[src/rtl/serial_frame_rx.sv]
// Serial frame receiver: start bit 1, N data bits MSB first, optional even parity, stop bit 0.
// Optional parity stage is enabled by defining SERIAL_FRAME_RX_PARITY_EN.
module serial_frame_rx #(
  parameter int unsigned N = 8
) (
  input  logic         clk,
  input  logic         rst,
  input  logic         en,
  input  logic         si,
  input  logic         rd,
  output logic [N-1:0] q,
  output logic         valid,
  output logic         busy,
  output logic         ovf,
  output logic         ferr,
  output logic         perr
);

  localparam int unsigned CntW = $clog2(N);

  typedef enum logic [1:0] {
    StIdle = 2'd0,
    StData = 2'd1,
    StStop = 2'd2
`ifdef SERIAL_FRAME_RX_PARITY_EN
    ,
    StPar  = 2'd3
`endif
  } state_e;

  state_e          state_q, state_d;
  logic [CntW-1:0] cnt_q, cnt_d;
  logic [N-1:0]    sr_q, sr_d;
  logic [N-1:0]    q_d;
  logic            valid_d, ovf_d, ferr_d, perr_d;
  logic            par_err;

`ifdef SERIAL_FRAME_RX_PARITY_EN
  logic par_bad_q, par_bad_d;

  always_ff @(posedge clk or posedge rst) begin
    if (rst) begin
      par_bad_q <= 1'b0;
    end else begin
      par_bad_q <= par_bad_d;
    end
  end

  assign par_err = par_bad_q;
`else
  assign par_err = 1'b0;
`endif

  always_comb begin
    state_d = state_q;
    cnt_d   = cnt_q;
    sr_d    = sr_q;
    q_d     = q;
    valid_d = valid;
    ovf_d   = ovf;
    ferr_d  = ferr;
    perr_d  = perr;
`ifdef SERIAL_FRAME_RX_PARITY_EN
    par_bad_d = par_bad_q;
`endif

    // Read acknowledge acts on every edge; flag events below take priority over the clear.
    if (rd) begin
      valid_d = 1'b0;
      ovf_d   = 1'b0;
      ferr_d  = 1'b0;
      perr_d  = 1'b0;
    end

    if (en) begin
      unique case (state_q)
        StIdle: begin
          cnt_d = '0;
          if (si) state_d = StData;
        end
        StData: begin
          sr_d = {sr_q[N-2:0], si};
          if (cnt_q == CntW'(N - 1)) begin
            cnt_d = '0;
`ifdef SERIAL_FRAME_RX_PARITY_EN
            state_d = StPar;
`else
            state_d = StStop;
`endif
          end else begin
            cnt_d = cnt_q + CntW'(1);
          end
        end
`ifdef SERIAL_FRAME_RX_PARITY_EN
        StPar: begin
          // Even parity: data ones plus parity bit must be even.
          par_bad_d = si ^ (^sr_q);
          state_d   = StStop;
        end
`endif
        StStop: begin
          state_d = StIdle;
          if (si) begin
            ferr_d = 1'b1;
          end else if (par_err) begin
            perr_d = 1'b1;
          end else if (valid && !rd) begin
            ovf_d = 1'b1;
          end else begin
            q_d     = sr_q;
            valid_d = 1'b1;
          end
        end
        default: state_d = StIdle;
      endcase
    end
  end

  always_ff @(posedge clk or posedge rst) begin
    if (rst) begin
      state_q <= StIdle;
      cnt_q   <= '0;
      sr_q    <= '0;
      q       <= '0;
      valid   <= 1'b0;
      ovf     <= 1'b0;
      ferr    <= 1'b0;
      perr    <= 1'b0;
    end else begin
      state_q <= state_d;
      cnt_q   <= cnt_d;
      sr_q    <= sr_d;
      q       <= q_d;
      valid   <= valid_d;
      ovf     <= ovf_d;
      ferr    <= ferr_d;
      perr    <= perr_d;
    end
  end

  assign busy = (state_q != StIdle);

endmodule

[config.mk]
export PLATFORM = sky130hd
export DESIGN_NAME = serial_frame_rx
export DESIGN_NICKNAME = d
export VERILOG_FILES = /design/src/rtl/serial_frame_rx.sv
export SDC_FILE = /design/constraint.sdc
export NUM_CORES = 1
export LEC_CHECK = 0
export CAP_MARGIN = 20
export CORE_MARGIN = 2
export CORE_UTILIZATION = 35
export CTS_CLUSTER_DIAMETER = 30
export DETAILED_ROUTE_END_ITERATION = 10
export GPL_TIMING_DRIVEN = 0
export SETUP_SLACK_MARGIN = 0.5
export SLEW_MARGIN = 30
export SYNTH_ARGS = -nofsm -noshare
export SYNTH_HDL_FRONTEND = slang
export SYNTH_SLANG_ARGS = --single-unit
[constraint.sdc]
create_clock -name clk -period 3.7 [get_ports clk]
set_input_delay 0.925 -clock clk [delete_from_list [all_inputs] [get_ports clk]]
set_output_delay 0.925 -clock clk [all_outputs]
set_load 0.03 [all_outputs]
* Word level (Yosys, flattened, before mapping)
Cells that the tools add are included.
** Storage, ports and cells
- Register bits after elaboration :: 24
- Input bits :: 5
- Logic and storage cells :: 43
** Operators by class
- Add/sub/neg operators :: 1
- Equality and inequality tests :: 5
- Multiplexer cells :: 19
- Bitwise gates (word level) :: 2
- Reductions and logical operators :: 9
** Operators with widths (number)
- $mux 1 :: 14
- $pmux 3 s2 :: 1
- $mux 2 :: 2
- $ne 2x2->1 const B :: 2
- $pmux 2 s2 :: 1
- $reduce_and 2->1 :: 2
- $reduce_and 4->1 :: 1
- $reduce_bool 2->1 :: 2
- $add 3x1->3 const B :: 1
- $eq 3x3->1 const B :: 1
- $mux 3 :: 1
- $reduce_and 3->1 :: 1
- $eq 2x1->1 const B :: 1
- $eq 2x2->1 const B :: 1
- $logic_not 2->1 :: 1
- $not 1->1 :: 2
- $logic_and 1x1->1 :: 1
- $logic_not 1->1 :: 1

* Logic depth before layout (Yosys ltp)
Gate-level depths: netlist of run 1.
- Word-level depth :: 6
- Depth in mapped cells :: 5
- Gate-level depth less buffers :: 5

* Least setup slack after synthesis of run 1
Ideal clock, no wire load.
- Kind :: input-to-reg
- Start point :: in si
- End point :: reg q[0]
- Setup time :: 125 ps
- Arrival :: 1634 ps
- Path slack :: 1942 ps
- Cell stages on the path :: 3
- Buffers on the path :: 0
- Cell sequence :: and4bb_2 nand2_2 mux2_2
** Between the ends
- Word-level cells in the longest chain between the ends :: 2
** Ends and longest elaborated chain
- start: declaration :: line 9 : input logic si,
- $not 1->1 (no line)
- $reduce_and 4->1 (no line)
- end signal: assignment :: line 133 : q <= q_d;
- end: declaration :: line 11 : output logic [N-1:0] q,
Every way passes these cells.
A chain may end at the register's enable or synchronous reset.

* Worst setup path after layout of run 1
- Start point :: reg state_q[1]
- End point :: out busy
** Between the ends
- Word-level cells in the longest chain between the ends :: 1
** Ends and longest elaborated chain
- start: declaration :: line 31 : state_e state_q, state_d;
- start signal: assignment :: line 121 : state_q <= StIdle;
- start signal: assignment :: line 130 : state_q <= state_d;
- $reduce_bool 2->1 :: line 141 : assign busy = (state_q != StIdle);
- end: declaration :: line 13 : output logic busy,
Every way passes these cells.

==> flow_metrics.tcl, run 1 <==
set metrics [dict create \
    run_status "completed" \
    vias_per_cell 4.645 \
    start_util 0.3689 \
    drv_cap 0 \
    synth.most_common_cell "dfrtp_1" \
    final_cell_area_sq_mm 0.001277 \
    crit_required_ns 2.77 \
    syn_to_final_growth_pct 24.51 \
    die_y_microns 58.14 \
    drv_slew 0 \
    core_area_sq_mm 0.002781 \
    synth_warnings 0 \
    overflow 0 \
    max_freq_mhz 384.2 \
    num_antenna_cells 0 \
    drc 0 \
    synth_common_cells "24 x dfrtp_1, 8 x mux2_2, 8 x mux2_4" \
    layout-drive-gt1-share 0.3118 \
    hold_depth 2 \
    die_width_microns 58.14 \
    grt_usage 0.1065 \
    postRouteAntennaNets 0 \
    routabilityCongestion 0.6680 \
    synthAdderAreaFrac 0.02439 \
    synth_compound_area_frac 0.03415 \
    synth_ff_type "dfrtp_1" \
    antenna_found_initial 0 \
    timing.hold.ws_ns 0.5091 \
    die_area_sq_mm 0.003380 \
    synth_xor_xnor_area_share 0 \
    crit_fanout 6 \
    io_pins 18 \
    ctsHoldBuffers 0 \
    placed_area_sq_mm 0.001225 \
    synth_edf_count 0 \
    wire_per_inst_microns 11.44 \
    hold_class "reg2reg" \
    cts_made_buffers 3 \
    synthMuxAreaShare 0.2146 \
    cts_root_buffer "clkbuf_4" \
    htreeDepth 1 \
    critPathArrivalTime_ns 1.68 \
    cp-start-kind "register" \
    clk_latency_ns 0.31 \
    dpl.hpwl_mm 1.025 \
    synth_nets 80 \
    fin_util 0.4593 \
    vdd_drop_max_mv 0.4174 \
    finalSetupViolCount 0 \
    ys_ff_latch 24 \
    postSynth.asyncResetShare 1.000 \
    yosys.area.top_type_share 0.5854 \
    p_leak_nw 0.6176 \
    clkSinkCount 24 \
    cts_resized 0 \
    crit_type "reg2out" \
    rows 19 \
    synth_area_sq_mm 0.001026 \
    synthDistinctLibCells 25 \
    rsz0062_at_grt "false" \
    grt_pass1_wl_mm 2.697 \
    portBuffers 16 \
    cts_tree "built" \
    powerDensity_mw_per_mm2 649.5 \
    clk_pin_slew_ns 0.13 \
    finClkSkew_ns 0.003540 \
    synthCells 73 \
    synthSimpleGateAreaFrac 0.1085 \
    grt_max_degree 25 \
    post_cts.repair.setup_buffers 0 \
    synth_top_family_by_area "multiplexers" \
    fin_nets 101 \
    routed_wl_mm 1.419 \
    vias 576 \
    cts.path.max_buffers 2 \
    grt_pass1_vias 607 \
    fin_setup_tns_ns 0 \
    yosysTopAreaCell "dfrtp_1" \
    finalCritPeriodShare 0.7034 \
    setup_slack_ns 1.098 \
    period_needed_ns 2.602 \
    synthTopCellsByArea "dfrtp_1 59%, mux2_4 12%, mux2_2 8.8%" \
    syn_area_per_cell_sq_um 14.05 \
    synth_seq_area_share 0.5854 \
    drt_iter0_markers 3 \
    worstRegToRegCells 4 \
    firstDrtPassIters 2 \
    end_kind "output port" \
    dp_slack_ns 1.255 \
    finalHoldViolations 0 \
]
stage by stage:
| stage | total power, mW | cells |
|---|---|---|
| final | 0.8297 | 124 |
| after global routing | 0.8862 | 124 |
| after CTS | 0.8433 | 124 |
| after detailed placement | 0.6527 | 120 |
| after global placement | 0.6456 | 120 |
| after floorplan | 0.5844 | 73 |
sequential cells by signal, summed over array words and instances (netlist names):
| register | flops |
|---|---|
| cnt_q | 3 |
| ferr | 1 |
| ovf | 1 |
| q | 8 |
| sr_q | 8 |
| state_q | 2 |
| valid | 1 |
area by class of cell:
class	count	area, sq um
clock inverters	1	30.03
inverters	3	11.26
multi-input cells	44	395.4
fillers	260	1504
repair buffers	16	160.2
clock buffers	3	22.52
well taps	31	38.79
plain buffers	2	18.77
flip-flops and latches	24	600.6
per-layer routing:
metal  vias up  global-route usage  share of wire  wire, microns
li1        290                   -              -              -
met1       272              0.1366           0.46            657
met2        12              0.1591           0.47            672
met3         2             0.04688          0.051             72
met4         0             0.03987          0.012             17
met5         -                   0              0              0
path summary, 6_finish.rpt:
kind	startpoint	end	slack, ns
hold / removal	cnt_q[2]$_DFFE_PP0P_	cnt_q[2]$_DFFE_PP0P_	0.51
max in group asynchronous	rst	q[1]$_DFFE_PP0P_	2.43
setup reg to reg	state_q[1]$_DFFE_PP0P_	sr_q[6]$_DFFE_PP0P_	2.29
hold reg to reg	cnt_q[2]$_DFFE_PP0P_	cnt_q[2]$_DFFE_PP0P_	0.51
min in group asynchronous	rst	q[6]$_DFFE_PP0P_	0.94
setup / recovery	state_q[1]$_DFFE_PP0P_	busy	1.10
cell usage in the layout, fill, tap and decap left out, drive strengths merged:
cell | netlist | routed
nand2 | 6 | 6
clkdlybuf4s50 | 0 | 16
nand2b | 3 | 3
nor2 | 2 | 2
buf | 2 | 2
nor2b | 1 | 1
mux2 | 16 | 16
clkbuf | 0 | 3
a21oi | 1 | 1
bufinv | 0 | 1
inv | 3 | 3
nand3 | 1 | 1
ha | 2 | 2
and3b | 1 | 1
o22ai | 1 | 1
a21o | 1 | 1
or2 | 2 | 2
and4bb | 1 | 1
dfrtp | 24 | 24
conb | 1 | 1
nor4 | 1 | 1
o21ai | 3 | 3
mux2i | 1 | 1
where the power goes:
| group | internal, mW | switching, mW | total, mW |
|---|---|---|---|
| logic | 0.153 | 0.0979 | 0.251 |
| clock network | 0.110 | 0.0784 | 0.188 |
| registers | 0.337 | 0.0536 | 0.390 |
critical path, cell delays in order (launching register included):
cell             delay, ns
dfrtp_1               0.46
or2_2                 0.31
clkdlybuf4s50_1       0.59
cells by family after synthesis:
family | count (synthesis)
flops | 24
simple gates | 18
mux | 17
compound gates | 6
buf+inv | 5
fa+ha+maj | 2
other cells | 1
Note: power is estimated with default switching activity, not from simulation.
==> run 2, diff against run 1 <==
==> constraint.sdc (replaced) <==
create_clock -name clk -period 2.3 [get_ports clk]
set_input_delay 0.575 -clock clk [delete_from_list [all_inputs] [get_ports clk]]
set_output_delay 0.575 -clock clk [all_outputs]
set_load 0.03 [all_outputs]
==> flow_metrics.tcl, run 2 (synthesis gave the netlist of run 1 again) <==
set metrics [dict create \
    run_status "completed" \
    post-place-cells 120 \
    hold_start "ovf$_DFF_PP0_" \
    rows 19 \
    io_pins 18 \
    cts_made_buffers 3 \
    max_freq_mhz 573.1 \
    hold_depth 2 \
    drc 0 \
    antenna_found_initial 0 \
    clkPwrFrac 0.225 \
    drv_cap 0 \
    layout-drive-gt1-share 0.3646 \
    drt_iter0_markers 4 \
    grt_pass1_wl_mm 2.704 \
    switching_share 0.2806 \
    dpl.hpwl_mm 1.025 \
    r2r_slack_ns 0.88 \
    vias_per_cell 4.701 \
    n_fill_cell 257 \
    rr_startpoint "state_q[1]$_DFFE_PP0P_" \
    p_leak_nw 0.6896 \
    grt_max_degree 25 \
    finalCritPeriodShare 0.7586 \
    end_kind "register" \
    portBuffers 16 \
    cp-start-kind "input port" \
    finalSetupViolCount 0 \
    drv_slew 0 \
    crit_type "in2reg" \
    internal_power_mw 0.9687 \
    setup_slack_ns 0.5551 \
    min_to "ovf$_DFF_PP0_" \
    start_util 0.3689 \
    die_y_microns 58.14 \
    period_needed_ns 1.745 \
    p_total_mw 1.347 \
    core_area_sq_mm 0.002781 \
    seqCellArea_sq_um 603.1 \
    grt_pass1_vias 607 \
    clk_pin_slew_ns 0.13 \
    cts.path.max_buffers 2 \
    routabilityCongestion 0.6680 \
    largestRegisters "q (8), sr_q (8), cnt_q (3)" \
    multiInputGateArea_sq_um 402.9 \
    overflow 0 \
    worstRegToRegCells 4 \
    die_width_microns 58.14 \
    reg2reg_to "q[1]$_DFFE_PP0P_" \
    fin_nets 104 \
    syn_to_final_growth_pct 26.46 \
    routed_wl_mm 1.436 \
    vias 597 \
    hold_class "reg2reg" \
    finalHoldViolations 0 \
    crit_fanout 8 \
    finClkSkew_ns 0.004256 \
    num_antenna_cells 0 \
    instances_no_fill 127 \
    cts_root_buffer "clkbuf_4" \
    clk_latency_ns 0.32 \
    critPathArrivalTime_ns 1.96 \
    clkSinkCount 24 \
    die_area_sq_mm 0.003380 \
    powerDensity_mw_per_mm2 1038 \
    vdd_drop_max_mv 0.6642 \
    combPwrFrac 0.307 \
    firstDrtPassIters 4 \
    crit_required_ns 2.52 \
    layout_commonest_cell "dfrtp_1" \
    wire_per_inst_microns 11.31 \
    rsz0062_at_grt "false" \
    dp_slack_ns 0.2046 \
    p_sw_mw 0.3779 \
    postRouteAntennaNets 0 \
    cts_tree "built" \
    grt_usage 0.1070 \
    seqPwrFrac 0.468 \
    fin_setup_tns_ns 0 \
    final_cell_mix "22 x dfrtp_1, 11 x dlygate4sd2_1, 8 x mux2_2, 8 x mux2_4, 5 x nand2_1" \
    htreeDepth 1 \
]
run 2: cell types whose count changed in the layout (fill, tap and decap cells not counted), sizes merged:
cell | before | now
dlygate4sd2 | 0 | 11
buf | 2 | 6
clkdlybuf4s50 | 16 | 4
run 2: power groups by stage:
stage | Clock [mW] | Sequential (mW) | Combinational [mW]
2_1_floorplan | 0 | 0.648 | 0.292
3_3_place_gp | 0 | 0.638 | 0.401
3_5_place_dp | 0 | 0.640 | 0.410
4_1_cts | 0.315 | 0.630 | 0.398
5_1_grt | 0.332 | 0.652 | 0.453
6_report | 0.303 | 0.630 | 0.414
run 2: through the flow:
step | area [sq um] | util | hold slack [ns]
global route | 1297 | 0.4665 | 0.5357
detailed placement | 1225 | 0.4404 | 0.4899
floorplan | 1026 | - | 0.4524
CTS | 1265 | 0.4548 | 0.5143
finish | 1297 | 0.4665 | 0.5074
global placement | 1225 | 0.4404 | 0.4725
run 2: worst max path at each step:
| stage | startpoint | end | slack [ns] | cells after the start |
|---|---|---|---|---|
| 6_report | en | sr_q[6]$_DFFE_PP0P_ | 0.56 | 5 |
| 5_1_grt | en | sr_q[6]$_DFFE_PP0P_ | 0.51 | 5 |
| 4_1_cts | state_q[1]$_DFFE_PP0P_ | busy | 0.35 | 2 |
| 3_5_place_dp | en | q[6]$_DFFE_PP0P_ | 0.20 | 4 |
| 3_3_place_gp | en | q[1]$_DFFE_PP0P_ | 0.22 | 4 |
| 2_1_floorplan | si | q[0]$_DFFE_PP0P_ | 0.89 | 3 |
run 2: routing by layer:
layer / vias up / wire [microns] / track usage
met3: 2 / 86 / 0.04688
met1: 284 / 661 / 0.1366
met5: - / 0 / 0
li1: 297 / - / -
met2: 14 / 671 / 0.1607
met4: 0 / 17 / 0.03987
run 2: what timing repair did:
item	CTS	global route
hold buffers	0	0
endpoints found under the setup margin	12	3
buffers inserted	0	3
gates resized for setup	14	9
run 2: area by class of cell:
| type | instances | area share |
|---|---|---|
| flip-flops and latches | 24 | 0.4648 |
| multi-input cells | 44 | 0.3105 |
| repair buffers | 19 | 0.1311 |
| well taps | 31 | 0.02989 |
| clock inverters | 1 | 0.02314 |
| clock buffers | 3 | 0.01736 |
| plain buffers | 2 | 0.01446 |
| inverters | 3 | 0.008679 |
run 2: critical path, cell delays in order:
cell and delay, ns:
clkdlybuf4s50_1 0.61, nand2b_4 0.10, or2_1 0.22, buf_6 0.15, mux2_4 0.30
